==> src/rtl/branch_target_buffer.sv <==
// Direct-mapped branch target buffer for the fetch stage. Looks up the fetch PC,
// predicts the next PC, learns taken branches, and clears itself with a flush sweep.
module branch_target_buffer #(
  parameter int ENTRIES = 4,
  parameter int AW      = 32
) (
  input  logic                       CLK,
  input  logic                       nRST,
  input  logic [AW-1:0]              ifpc,
  input  logic                       prtaken,
  output logic [$clog2(ENTRIES)-1:0] ifprindex,
  output logic                       hit,
  output logic                       predtaken,
  output logic [AW-1:0]              npc_pred,
  input  logic                       mmupd,
  input  logic [AW-1:0]              mmpc,
  input  logic [AW-1:0]              mmtarget,
  input  logic                       mmtaken,
  input  logic                       flush_req,
  output logic                       flush_busy
);

  localparam int IDX = $clog2(ENTRIES);
  localparam int TW  = AW - IDX - 2;

  typedef enum logic {IDLE, SWEEP} state_t;

  state_t               state, state_nxt;
  logic [IDX-1:0]       ptr, ptr_nxt;
  logic [ENTRIES-1:0]   valid;
  logic [TW-1:0]        tag_mem    [ENTRIES];
  logic [AW-1:0]        target_mem [ENTRIES];

  logic [IDX-1:0]       lk_idx, up_idx;
  logic [TW-1:0]        lk_tag, up_tag;
  logic                 wr_en;

  // The word-offset bits of both PCs play no part in indexing or tagging.
  logic unused_pc_bits;
  assign unused_pc_bits = &{1'b0, ifpc[1:0], mmpc[1:0]};

  assign lk_idx = ifpc[IDX+1:2];
  assign lk_tag = ifpc[AW-1:IDX+2];
  assign up_idx = mmpc[IDX+1:2];
  assign up_tag = mmpc[AW-1:IDX+2];

  // Only IDLE accepts updates, and a simultaneous flush request pre-empts them.
  assign wr_en = mmupd & mmtaken & (state == IDLE) & ~flush_req;

  assign flush_busy = (state == SWEEP);
  assign ifprindex  = lk_idx;
  assign hit        = valid[lk_idx] & (tag_mem[lk_idx] == lk_tag) & ~flush_busy;
  assign predtaken  = hit & prtaken;
  assign npc_pred   = predtaken ? target_mem[lk_idx] : ifpc + AW'(4);

  always_ff @(posedge CLK or negedge nRST) begin
    if (!nRST) begin
      state <= IDLE;
      ptr   <= '0;
    end else begin
      // NOTE: sequential state uses non-blocking assignments so every register
      // samples pre-edge values, independent of block ordering.
      state <= state_nxt;
      ptr   <= ptr_nxt;
    end
  end

  always_comb begin
    // NOTE: defaults first so every path assigns every output; no latches.
    state_nxt = state;
    ptr_nxt   = ptr;
    unique case (state)
      IDLE: begin
        if (flush_req) begin
          state_nxt = SWEEP;
          ptr_nxt   = '0;
        end
      end
      SWEEP: begin
        ptr_nxt = ptr + IDX'(1);
        if (ptr == IDX'(ENTRIES - 1)) state_nxt = IDLE;
      end
      default: state_nxt = IDLE;
    endcase
  end

  always_ff @(posedge CLK or negedge nRST) begin
    if (!nRST) begin
      valid <= '0;
    end else if (state == SWEEP) begin
      valid[ptr] <= 1'b0;
    end else if (wr_en) begin
      valid[up_idx] <= 1'b1;
    end
  end

  // NOTE: tag and target storage is deliberately left unreset; the valid bits
  // alone decide whether its contents are ever used, so it can map to plain RAM.
  always_ff @(posedge CLK) begin
    if (wr_en) begin
      tag_mem[up_idx]    <= up_tag;
      target_mem[up_idx] <= mmtarget;
    end
  end

endmodule

==> config.mk <==
export PLATFORM = sky130hd
export DESIGN_NAME = branch_target_buffer
export DESIGN_NICKNAME = d
export VERILOG_FILES = /design/src/rtl/branch_target_buffer.sv
export SDC_FILE = /design/constraint.sdc
export NUM_CORES = 1
export LEC_CHECK = 0
export BUFFER_PORTS_ARGS = -buffer_cell sky130_fd_sc_hd__buf_2
export CELL_PAD_IN_SITES_DETAIL_PLACEMENT = 1
export CELL_PAD_IN_SITES_GLOBAL_PLACEMENT = 1
export CORE_MARGIN = 10
export CORE_UTILIZATION = 40
export CTS_CLUSTER_DIAMETER = 80
export DETAILED_ROUTE_END_ITERATION = 7
export PLACE_DENSITY_LB_ADDON = 0.3
export SLEW_MARGIN = 15
export SYNTH_ARGS = -nofsm -noshare
export SYNTH_HDL_FRONTEND = slang
export SYNTH_SLANG_ARGS = --single-unit
export TNS_END_PERCENT = 20
==> constraint.sdc <==
create_clock -name CLK -period 6.4 [get_ports CLK]
set_input_delay 0.32 -clock CLK [delete_from_list [all_inputs] [get_ports CLK]]
set_output_delay 0.32 -clock CLK [all_outputs]
set_load 0.1 [all_outputs]
Word level (Yosys, flattened, before mapping)
Memories as Yosys holds them, arrays and structs flattened.
Cells that the tools add are included.
{ "totals": {"register_bits": 7, "latchBits": 0, "ram_bits": 240, "mem_bits_ro": 0, "inputBits": 102, "word_cells": 45, "n_memories": 2} }
{ "memory_table": {"columns": ["name", "depth", "width", "rd", "rd_clocked_by_memory_dff", "write_ports", "line_no", "text"], "rows": [
  ["target_mem", 4, 32, 1, 0, 1, "32", "logic [AW-1:0] target_mem [ENTRIES];"],
  ["tag_mem", 4, 28, 1, 0, 1, "31", "logic [TW-1:0] tag_mem [ENTRIES];"]
]} }
{ "classes": {"addsub": 2, "n_mul": 0, "div_mod_pow": 0, "magnitude_cmp": 5, "eq_ne": 3, "shift": 0, "mux": 16, "n_bitwise": 11, "reduce_logical": 3} }
{ "ops": {"columns": ["op", "count"], "rows": [
  ["32-bit by 3-bit adder with 32-bit output, second input constant", 1],
  ["32-bit two-way mux", 1],
  ["28-bit equality test", 1],
  ["2-bit by 3-bit less-than comparator with 1-bit output, second input constant", 3],
  ["4-bit two-way mux", 2],
  ["1-bit two-way mux", 7],
  ["1-bit AND", 6],
  ["4-bit AND", 1],
  ["1-bit demux with 2-bit select", 2],
  ["2-bit by 1-bit >= comparator with 1-bit output, second input constant", 2],
  ["4-bit inverter", 1],
  ["4-bit bitwise OR", 1],
  ["2-bit case mux with 2 select lines", 1],
  ["2-bit by 1-bit adder with 2-bit output, second input constant", 1],
  ["1-bit binary-select mux with 2-bit select", 1],
  ["2-bit equality test, second input constant", 1],
  ["1-bit logical AND", 2],
  ["2-bit two-way mux", 1],
  ["2-bit inequality test, second input constant", 1],
  ["1-bit inverter", 2],
  ["1-bit case mux with 2 select lines", 1],
  ["2-bit nonzero test", 1]
]} }

Longest topological paths before layout
Gate-level depths: netlist of the first run.
{ "depth": {"word_depth": 7, "mapped_depth": 10, "ltp_nobuf": 7} }

Worst setup path after synthesis of the first run
Ideal clock, no wire load.
{ "synth_path": {"path_type": "in2out", "from": "input port ifpc[2]", "to": "output port predtaken", "t_arrival_ns": 6.447, "required_ns": 6.080, "slack_ns": -0.367, "stages": 8, "path_buffers": 2, "cell_sequence": "buf_6 buf_6 mux4_2 xnor2_1 nand4_1 a211oi_1 nand4_1 a2111oi_0"} }
{ "synth_between": {"elab_chain_len": 5} }
{ "synth_rtl": {"columns": ["item", "line_no", "text"], "rows": [
  ["from (decl)", "9", "input logic [AW-1:0] ifpc,"],
  ["memory read 4 x 28 bit / 1-bit binary-select mux with 2-bit select (equally long branches)", null, null],
  ["28-bit equality test / 1-bit two-way mux (equally long branches)", "52", "assign hit = valid[lk_idx] & (tag_mem[lk_idx] == lk_tag) & ~flush_busy;"],
  ["1-bit AND (*) (2 in a row)", "52", null],
  ["1-bit AND (*)", "53", "assign predtaken = hit & prtaken;"],
  ["to (decl)", "13", "output logic predtaken,"]
]} }
Every way passes the cells marked *; elsewhere a longest branch is shown, timed or not. The select of a mux whose other input is x is not followed.

Worst setup path after layout of the first run
{ "layout_path": {"from": "input port ifpc[3]", "to": "output port npc_pred[0]"} }
{ "layout_between": {"elab_chain_len": 6} }
{ "layout_rtl": {"columns": ["item", "line_no", "text"], "rows": [
  ["memory read 4 x 28 bit / 1-bit binary-select mux with 2-bit select (equally long branches)", null, null],
  ["28-bit equality test / 1-bit two-way mux (equally long branches)", "52", null],
  ["1-bit AND (2 in a row)", "52", null],
  ["1-bit AND", "53", null],
  ["32-bit two-way mux (*)", "54", "assign npc_pred = predtaken ? target_mem[lk_idx] : ifpc + AW'(4);"],
  ["to (decl)", "14", "output logic [AW-1:0] npc_pred,"]
]} }
Marked as above.

==> flow_summary.json, run 1 <==
{
  "status": "finished, final reports clean",
  "place_ws_ns": 1.28,
  "powerDensity_mw_per_mm2": 284,
  "num_rows": 59,
  "power_frac_clock": 0.393,
  "max_cap_violations": 0,
  "grt_pass1_wl_um": 40900,
  "cts_made_buffers": 27,
  "num_vias": 5869,
  "syn_area_sq_mm": 0.0107,
  "cts_sinks": 247,
  "pwr-share-comb": 0.113,
  "start_util": 0.409,
  "area.growth.synth_to_final_pct": 21.4,
  "hold_viol": 0,
  "rsz0062_at_grt": "no",
  "drtAntennaViolNets": 0,
  "drt-total-wl_um": 26900,
  "period_needed_ns": 5.02,
  "synth_ff_type": "edfxtp_1",
  "synth_top_area_frac": 0.673,
  "power_switching_w": 0.000894,
  "tightest_slew_ns": 1.07,
  "p_int_w": 0.00280,
  "path_cells": "buf_4 -> mux2i_1 -> o21ai_0 -> or4_4 -> a222oi_1 -> nand4_2 -> buf_4 -> mux2_2 -> buf_2",
  "setup_slack_ns": 1.38,
  "postSynthAreaPerCell_sq_um": 18.9,
  "critPathArrivalTime_ns": 4.70,
  "max_stage_delay_ns": 0.87,
  "p_seq_frac": 0.494,
  "utilization": 0.496,
  "postCtsSetupBuffers": 0,
  "skew_ns": 0.00992,
  "start_kind": "input pin",
  "synth_top_cell_by_area": "edfxtp_1",
  "cpMostUsedCell": "buf_4",
  "worst_path_max_delay_cell": "nand4_2",
  "ys_seq_area_frac": 0.689,
  "drive_gt1_frac": 0.343,
  "boundaryPins": 139,
  "synth.distinct_cells": 51,
  "ir_drop_v": 0.000228,
  "antenna_found_initial": 3,
  "worstSkewPairLatency_ns": 0.53,
  "detail_route.first_pass.iterations": 4,
  "slew_headroom": 0.283,
  "cts_tree": "built",
  "synth-seq-cells": 247,
  "drtIter0Drc": 315,
  "numPortBuffers": 136,
  "yosysMostFrequentCell": "edfxtp_1",
  "critPathMaxFanout": 57,
  "cts_buffer_depth": 3,
  "clockRootBuffer": "clkbuf_16",
  "viasPerCell": 5.25,
  "worstSetupPathType": "input pin to primary output",
  "synthTopCellsByCount": "edfxtp_1, mux4_2, mux2_4",
  "fmax_mhz": 199,
  "end_kind": "primary output",
  "grt_max_degree": 62,
  "synth_fp_nets": 675,
  "fin_tns_setup_ns": 0,
  "yosys_warnings": 0,
  "hp-class": "input pin to flip-flop",
  "final_nets": 869,
  "postSynthCellCount": 568,
  "cp.required_ns": 6.08,
  "grt_pass1_vias": 6809,
  "synth_edf_count": 240,
  "synth.area.top_cells": "edfxtp_1, mux4_2, mux2_4",
  "fp.dieH_um": 184,
  "htreeDepth": 1,
  "leakagePower_nw": 4.70,
  "grtUsageTotal": 0.159,
  "grt_overflow": 0,
  "hpwl_um": 17900,
  "gp_congestion": 0.761,
  "die_w_um": 184,
  "setup_viol": 0,
  "core_sq_mm": 0.0262,
  "final_max_slew_viol_count": 0,
  "wl_per_cell_um": 24.0,
  "clkTransAtPathRegs_ns": 0.06,
  "fin_crit_sh": 0.784,
  "swShare": 0.242,
  "remaining_drc_errors": 0,
  "dieArea_sq_mm": 0.0337,
  "synthArstFlopShare": 0.0283
}
-- critical path, delay by kind of cell --
| kind | cells | cell delay, ns |
|---|---|---|
| mux | 2 | 0.67 |
| buf+inv | 3 | 1.64 |
| simple gates | 2 | 1.32 |
| compound gates | 2 | 0.66 |
-- state kept, by name, summed over array words and instances (netlist names) --
signal	cells
flush_busy	1
ptr	2
tag_mem	112
target_mem	128
valid	4
-- power by group through the flow --
stage / logic [W] / registers [W] / clock network, W
after floorplan: 0.000264 / 0.00187 / 0
after global placement: 0.000377 / 0.00185 / 0
after detailed placement: 0.000392 / 0.00186 / 0
after CTS: 0.000421 / 0.00183 / 0.00149
after global routing: 0.000449 / 0.00183 / 0.00156
final: 0.000416 / 0.00182 / 0.00145
-- per-layer routing --
metal | vias to the layer above | GRT usage | wire (um)
met5 | - | 0 | 7
met2 | 152 | 0.277 | 13600
li1 | 2663 | - | -
met1 | 3012 | 0.194 | 11200
met4 | 2 | 0.0416 | 538
met3 | 40 | 0.0374 | 1590
-- metrics by stage --
stage | area (sq um) | power, W | cells | hold slack [ns]
2_1_floorplan | 10700 | 0.00213 | 568 | 0.0244
3_3_place_gp | 11700 | 0.00223 | 1015 | 0.152
3_5_place_dp | 11700 | 0.00225 | 1015 | 0.165
4_1_cts | 13000 | 0.00373 | 1117 | 0.00208
5_1_grt | 13000 | 0.00383 | 1118 | 0.00209
6_report | 13000 | 0.00370 | 1118 | 0.0197
-- final cells by class --
class / instances / area [sq um]
fillers: 2425 / 13200
repair buffers: 196 / 1270
inverters: 11 / 41.3
clock inverters: 16 / 126
flip-flops and latches: 247 / 7380
diodes: 1 / 2.50
clock buffers: 33 / 698
multi-input cells: 279 / 3070
well taps: 335 / 419
-- cells by family (layout without fill, tap and decap cells) --
kind of cell               count (synthesis)  in the layout  share of synthesized area
adders and majority gates                  5              5                    0.00584
AOI/OAI and AO/OA                         28             28                     0.0200
xor gates and xnor gates                  55             55                     0.0450
DFF                                      247            247                      0.689
and+or+nand+nor                           83             83                     0.0408
muxes                                    108            108                      0.173
other                                      0              1                          0
buffers and inverters                     42            256                     0.0267
-- worst paths after layout --
path | slack (ns) | end | startpoint | cells after the start
worst max-delay path | 1.38 | npc_pred[0] | ifpc[3] | 9
worst min-delay path | 0.02 | target_mem[0][16]$_DFFE_PP_ | mmtarget[16] | 1
worst max register to register | 3.55 | target_mem[3][12]$_DFFE_PP_ | flush_busy$_DFF_PN0_ | 4
worst min register to register | 0.52 | valid[2]$_DFFE_PN0P_ | valid[2]$_DFFE_PN0P_ | 1
max in group asynchronous | 6.08 | ptr[0]$_DFFE_PN0P_ | nRST | 2
min in group asynchronous | 0.16 | flush_busy$_DFF_PN0_ | nRST | 2
-- placed cells by master, fill, tap and decap left out, types with 3 or more instances in the layout --
cell           synthesis  layout
clkinv_1               0       7
nand4_1               12      12
xor2_1                26      26
clkbuf_16              0      27
mux2_4                30      30
inv_1                 11      11
a2bb2oi_1              3       3
mux2i_1               26      26
nor2_1                19      17
edfxtp_1             240     240
nor3_1                 7       5
xnor2_1               29      29
clkbuf_1               3       6
dfrtp_1                7       7
a21oi_1                5       5
mux4_2                48      48
nand2_1               16      16
and4_1                 4       4
clkinv_2               0       5
dlygate4sd3_1          1      53
buf_4                  7       9
nand3_1               12      12
ha_1                   5       5
buf_2                  7     134
a21o_1                 3       3
-- what timing repair did --
| item | in CTS | in global routing |
|---|---|---|
| gates resized for setup | 0 | 0 |
| hold buffers | 53 | 0 |
| endpoints found under the hold margin | 202 | 0 |
Power figures use the tool's default switching activity.
==> inputs of run 2 (changes only) <==
==> constraint.sdc (replaced) <==
create_clock -name CLK -period 5.1 [get_ports CLK]
set_input_delay 0.255 -clock CLK [delete_from_list [all_inputs] [get_ports CLK]]
set_output_delay 0.255 -clock CLK [all_outputs]
set_load 0.1 [all_outputs]
==> run 2 against run 1 <==
Die area stayed put. Sequential share of layout area is 0.66 points lower. Critical path depth up 1. Power up 28%. Sequential cell count is the same. Critical path type unchanged.
==> flow_summary.json, run 2 (synthesis gave the netlist of run 1 again) <==
{
  "utilization": 0.502,
  "start_kind": "input pin",
  "top_layer_used": "met5",
  "worstSetupStartpoint": "ifpc[3]",
  "slew_headroom": 0.328,
  "period_needed_ns": 4.01,
  "max_cap_violations": 0,
  "cts_made_buffers": 27,
  "critPathMaxFanout": 39,
  "skew_ns": 0.00787,
  "antenna_found_initial": 2,
  "ir_drop_v": 0.000272,
  "tightest_slew_ns": 1.01,
  "drtIter0Drc": 427,
  "htreeDepth": 1,
  "cts.repair.resized": 0,
  "cp.required_ns": 4.85,
  "cpMostUsedCell": "buf_4",
  "drive_gt1_frac": 0.341,
  "viasPerCell": 5.35,
  "place_ws_ns": 1.08,
  "hpwl_um": 17800,
  "leakagePower_nw": 4.77,
  "setup_slack_ns": 1.09,
  "clkTransAtPathRegs_ns": 0.06,
  "drt-met1-wl_um": 11400,
  "cts_buffer_depth": 3,
  "area.growth.synth_to_final_pct": 22.9,
  "cts_tree": "built",
  "drt-total-wl_um": 27200,
  "worstSetupPathType": "input pin to primary output",
  "critPathTopFamily": "buffers and inverters",
  "worst-path-buf-inv": 4,
  "start_util": 0.409,
  "gp_congestion": 0.771,
  "end_kind": "primary output",
  "top_register": "target_mem",
  "rr_startpoint": "flush_busy$_DFF_PN0_",
  "drtAntennaViolNets": 0,
  "final_common_cell": "edfxtp_1",
  "cp.depth": 10,
  "clockRootBuffer": "clkbuf_16",
  "critPathArrivalTime_ns": 3.75,
  "fp.dieH_um": 184,
  "num_vias": 6044,
  "grt_pass1_wl_um": 41100,
  "final_max_slew_viol_count": 0,
  "final_nets": 881,
  "whs_ns": 0.114,
  "fin_crit_sh": 0.786,
  "hp-class": "input pin to asynchronous set/reset pin",
  "core_sq_mm": 0.0262,
  "grtUsageTotal": 0.159,
  "rr_endpoint": "target_mem[3][0]$_DFFE_PP_",
  "reg_top3": "target_mem (128), tag_mem (112), valid (4)",
  "layout_common_cells": "edfxtp_1, buf_2, dlygate4sd3_1",
  "remaining_drc_errors": 0,
  "dieArea_sq_mm": 0.0337,
  "met3WireLength_um": 1660,
  "status": "finished, final reports clean",
  "worstSkewPairLatency_ns": 0.52,
  "setup_viol": 0,
  "largest_reg_flops": 128,
  "max_stage_delay_ns": 0.57,
  "hold_viol": 0,
  "boundaryPins": 139,
  "detail_route.first_pass.iterations": 5,
  "design_power_total_w": 0.00473,
  "grt_max_degree": 62,
  "grt_overflow": 0,
  "cts_sinks": 247,
  "reg2reg_slack_ns": 2.25,
  "met2_length_um": 13700,
  "reg2regPathDepth": 4,
  "endpoint": "npc_pred[31]",
  "path_cells": "buf_4 -> buf_4 -> mux2i_1 -> o22ai_1 -> or3_1 -> a222oi_1 -> nand4_2 -> buf_4 -> mux2_2 -> buf_2",
  "die_w_um": 184,
  "wl_per_cell_um": 24.0,
  "fmax_mhz": 249,
  "grt_pass1_vias": 6828,
  "numPortBuffers": 136,
  "num_rows": 59,
  "rsz0062_at_grt": "no",
  "worst_path_max_delay_cell": "a222oi_1",
  "powerDensity_mw_per_mm2": 359
}
-- run 2: cell count changes in the layout (fill, tap and decap cells not counted) --
| cell | previous run | this run |
|---|---|---|
| clkinv_1 | 7 | 3 |
| dlygate4sd3_1 | 53 | 62 |
| clkbuf_8 | 0 | 2 |
| clkinv_2 | 5 | 3 |
| clkbuf_1 | 6 | 10 |
| bufinv_16 | 2 | 3 |
| clkinvlp_4 | 2 | 1 |
| buf_4 | 9 | 12 |
-- run 2: area by class of cell --
class / instances / area [sq um]
Tap cell: 335 / 419
Clock buffer: 39 / 741
Clock inverter: 10 / 124
Multi-Input combinational cell: 279 / 3070
Timing Repair Buffer: 208 / 1380
Fill cell: 2431 / 13000
Antenna cell: 1 / 2.50
Sequential cell: 247 / 7380
Inverter: 11 / 41.3
-- run 2: how the worst min path moves through the flow --
| stage | startpoint | to | cells after the start |
|---|---|---|---|
| final | nRST | flush_busy$_DFF_PN0_ | 2 |
| after global routing | nRST | flush_busy$_DFF_PN0_ | 2 |
| after global placement | nRST | flush_busy$_DFF_PN0_ | 1 |
| after floorplan | nRST | flush_busy$_DFF_PN0_ | 0 |
| after CTS | nRST | flush_busy$_DFF_PN0_ | 2 |
| after detailed placement | nRST | ptr[0]$_DFFE_PN0P_ | 1 |
-- run 2: stage by stage --
step / cell area [sq um] / TNS, ns / std cells
2_1_floorplan: 10700 / -110.61 / 568
3_3_place_gp: 11700 / 0 / 1018
3_5_place_dp: 11700 / 0 / 1018
4_1_cts: 13200 / 0 / 1129
5_1_grt: 13200 / 0 / 1130
6_report: 13200 / 0 / 1130
-- run 2: where the power goes --
group          total (W)  internal (W)  switching (W)
Clock            0.00191       0.00115       0.000754
Combinational   0.000528      0.000189       0.000340
Sequential       0.00229       0.00227      0.0000247
-- run 2: worst reg2reg max path: stages (launching register included) --
cell	delay, ns
dfrtp_1	0.49
nor2_1	0.25
nand4_1	0.26
nor2_4	0.80
buf_4	0.66
-- run 2: timing repair --
item	CTS	global route
hold buffers	62	0
hold endpoints to repair	248	0
endpoints found under the setup margin	0	0
buffers inserted	0	0
-- run 2: layer usage --
metal | global-route usage | vias up
li1 | - | 2689
met1 | 0.196 | 3142
met2 | 0.279 | 177
met3 | 0.0368 | 34
met4 | 0.0344 | 2
met5 | 0 | -
==> inputs of run 3 (changes only) <==
==> constraint.sdc (replaced) <==
create_clock -name CLK -period 3.8 [get_ports CLK]
set_input_delay 0.19 -clock CLK [delete_from_list [all_inputs] [get_ports CLK]]
set_output_delay 0.19 -clock CLK [all_outputs]
set_load 0.1 [all_outputs]
==> run 3 against run 2 <==
Power up 34%. Cell area up 2.8%. Clock skew down 0.00076 ns. First-iteration DRC count down 15%. Register-to-register slack worse by 0.87 ns. Sequential cell count unchanged. Worst hold slack worse by 0.079 ns. Combinational power up 45%. Largest cell class unchanged.
==> flow_summary.json, run 3 (synthesis gave the netlist of run 1 again) <==
{
  "dp.cells": 1026,
  "worstSetupStartpoint": "tag_mem[2][14]$_DFFE_PP_",
  "htreeDepth": 1,
  "grt_overflow": 0,
  "drt-total-wl_um": 27400,
  "cts_sinks": 247,
  "fp.dieH_um": 184,
  "cts_tree": "built",
  "final_common_cell": "edfxtp_1",
  "layout_common_cells": "edfxtp_1, buf_2, dlygate4sd3_1",
  "rr_startpoint": "flush_busy$_DFF_PN0_",
  "top_register": "target_mem",
  "reg_top3": "target_mem (128), tag_mem (112), valid (4)",
  "final_nets": 889,
  "drive_gt1_frac": 0.349,
  "max_stage_delay_ns": 0.52,
  "grtUsageTotal": 0.161,
  "power_frac_clock": 0.396,
  "critPathArrivalTime_ns": 3.40,
  "finalNonFillerCells": 1135,
  "num_vias": 5956,
  "boundaryPins": 139,
  "place_ws_ns": 0.400,
  "core_sq_mm": 0.0262,
  "ir_drop_v": 0.000394,
  "clockRootBuffer": "clkbuf_16",
  "fmax_mhz": 278,
  "max_cap_violations": 0,
  "postCtsSetupBuffers": 0,
  "hold_viol": 0,
  "end_kind": "primary output",
  "worstSetupPathType": "flip-flop to primary output",
  "worst-path-buf-inv": 2,
  "detail_route.first_pass.iterations": 6,
  "numPortBuffers": 136,
  "cp.required_ns": 3.61,
  "area.growth.synth_to_final_pct": 26.3,
  "hp-class": "input pin to asynchronous set/reset pin",
  "largest_reg_flops": 128,
  "fin_crit_sh": 0.946,
  "critPathMaxFanout": 32,
  "die_w_um": 184,
  "cts_buffer_depth": 3,
  "tightest_slew_ns": 0.980,
  "critPathTopFamily": "multiplexers",
  "setup_viol": 0,
  "remaining_drc_errors": 0,
  "worst_path_max_delay_cell": "a2111oi_1",
  "start_kind": "flip-flop",
  "utilization": 0.517,
  "rsz0062_at_grt": "no",
  "status": "finished, final reports clean",
  "grt_max_degree": 62,
  "num_rows": 59,
  "cts_made_buffers": 27,
  "grt_pass1_vias": 6763,
  "dieArea_sq_mm": 0.0337,
  "final_max_slew_viol_count": 0,
  "antenna_found_initial": 1,
  "leakagePower_nw": 4.92,
  "whs_ns": 0.0355,
  "p_int_w": 0.00483,
  "viasPerCell": 5.25,
  "drtIter0Drc": 362,
  "skew_ns": 0.00711,
  "path_cells": "mux4_2 -> xor2_1 -> a2111oi_1 -> and4b_1 -> nand4_2 -> buf_12 -> mux2_4 -> buf_2",
  "setup_slack_ns": 0.206,
  "worstSkewPairLatency_ns": 0.53,
  "period_needed_ns": 3.59,
  "powerDensity_mw_per_mm2": 469,
  "start_util": 0.409,
  "power_switching_w": 0.00152,
  "clkTransAtPathRegs_ns": 0.06,
  "pwr-share-comb": 0.120,
  "swShare": 0.239,
  "drtAntennaViolNets": 0,
  "slew_headroom": 0.347,
  "wl_per_cell_um": 24.1,
  "filler_cell_count": 2420,
  "p_seq_frac": 0.484,
  "hpwl_um": 18600,
  "grt_pass1_wl_um": 41300,
  "gp_congestion": 0.788
}
==> run 3: final cells by class <==
class | count | area [sq um] | share of cell area
Timing Repair Buffer | 216 | 1760 | 0.130
Clock buffer | 32 | 694 | 0.0513
Multi-Input combinational cell | 279 | 3090 | 0.228
Tap cell | 335 | 419 | 0.0310
Inverter | 11 | 41.3 | 0.00305
Clock inverter | 14 | 141 | 0.0104
Sequential cell | 247 | 7380 | 0.545
Antenna cell | 1 | 2.50 | 0.000185
==> run 3: power groups by stage <==
stage / clock network, W / registers (W) / logic (W)
after global placement: 0 / 0.00312 / 0.000698
after detailed placement: 0 / 0.00313 / 0.000718
final: 0.00251 / 0.00307 / 0.000764
after floorplan: 0 / 0.00315 / 0.000447
after global routing: 0.00270 / 0.00308 / 0.000823
after CTS: 0.00258 / 0.00307 / 0.000775
==> run 3: repair_timing <==
| action | 4_1_cts | 5_1_grt |
|---|---|---|
| setup endpoints to repair | 0 | 2 |
| gates resized for setup | 0 | 1 |
| hold buffers | 62 | 0 |
| endpoints found under the hold margin | 250 | 0 |
==> run 3: worst paths after layout <==
path	endpoint	depth (start not counted)	slack (ns)
min in group CLK	tag_mem[1][18]$_DFFE_PP_	2	0.15
max in group asynchronous	valid[2]$_DFFE_PN0P_	2	3.61
worst min register to register	valid[2]$_DFFE_PN0P_	1	0.49
worst max register to register	target_mem[3][27]$_DFFE_PP_	4	1.38
worst max-delay path	npc_pred[17]	8	0.21
worst min-delay path	valid[0]$_DFFE_PN0P_	2	0.04
==> run 3: layer usage <==
layer,global-route usage,part of all wire
met1,0.206,0.41
met2,0.276,0.50
met3,0.0354,0.068
met4,0.0348,0.016
met5,0,0
==> run 3: per-stage QoR <==
step | setup TNS (ns) | area, sq um | total power [W]
after floorplan | -69.72 | 10700 | 0.00359
after global placement | 0 | 12100 | 0.00382
after detailed placement | 0 | 12100 | 0.00385
after CTS | 0 | 13500 | 0.00643
after global routing | 0 | 13500 | 0.00659
final | 0 | 13500 | 0.00635
==> run 3: worst register-to-register path: stages (launching register included) <==
cell     delay (ns)
dfrtp_1        0.49
nor2_1         0.22
nand4_1        0.25
nor2_4         0.53
buf_4          0.55
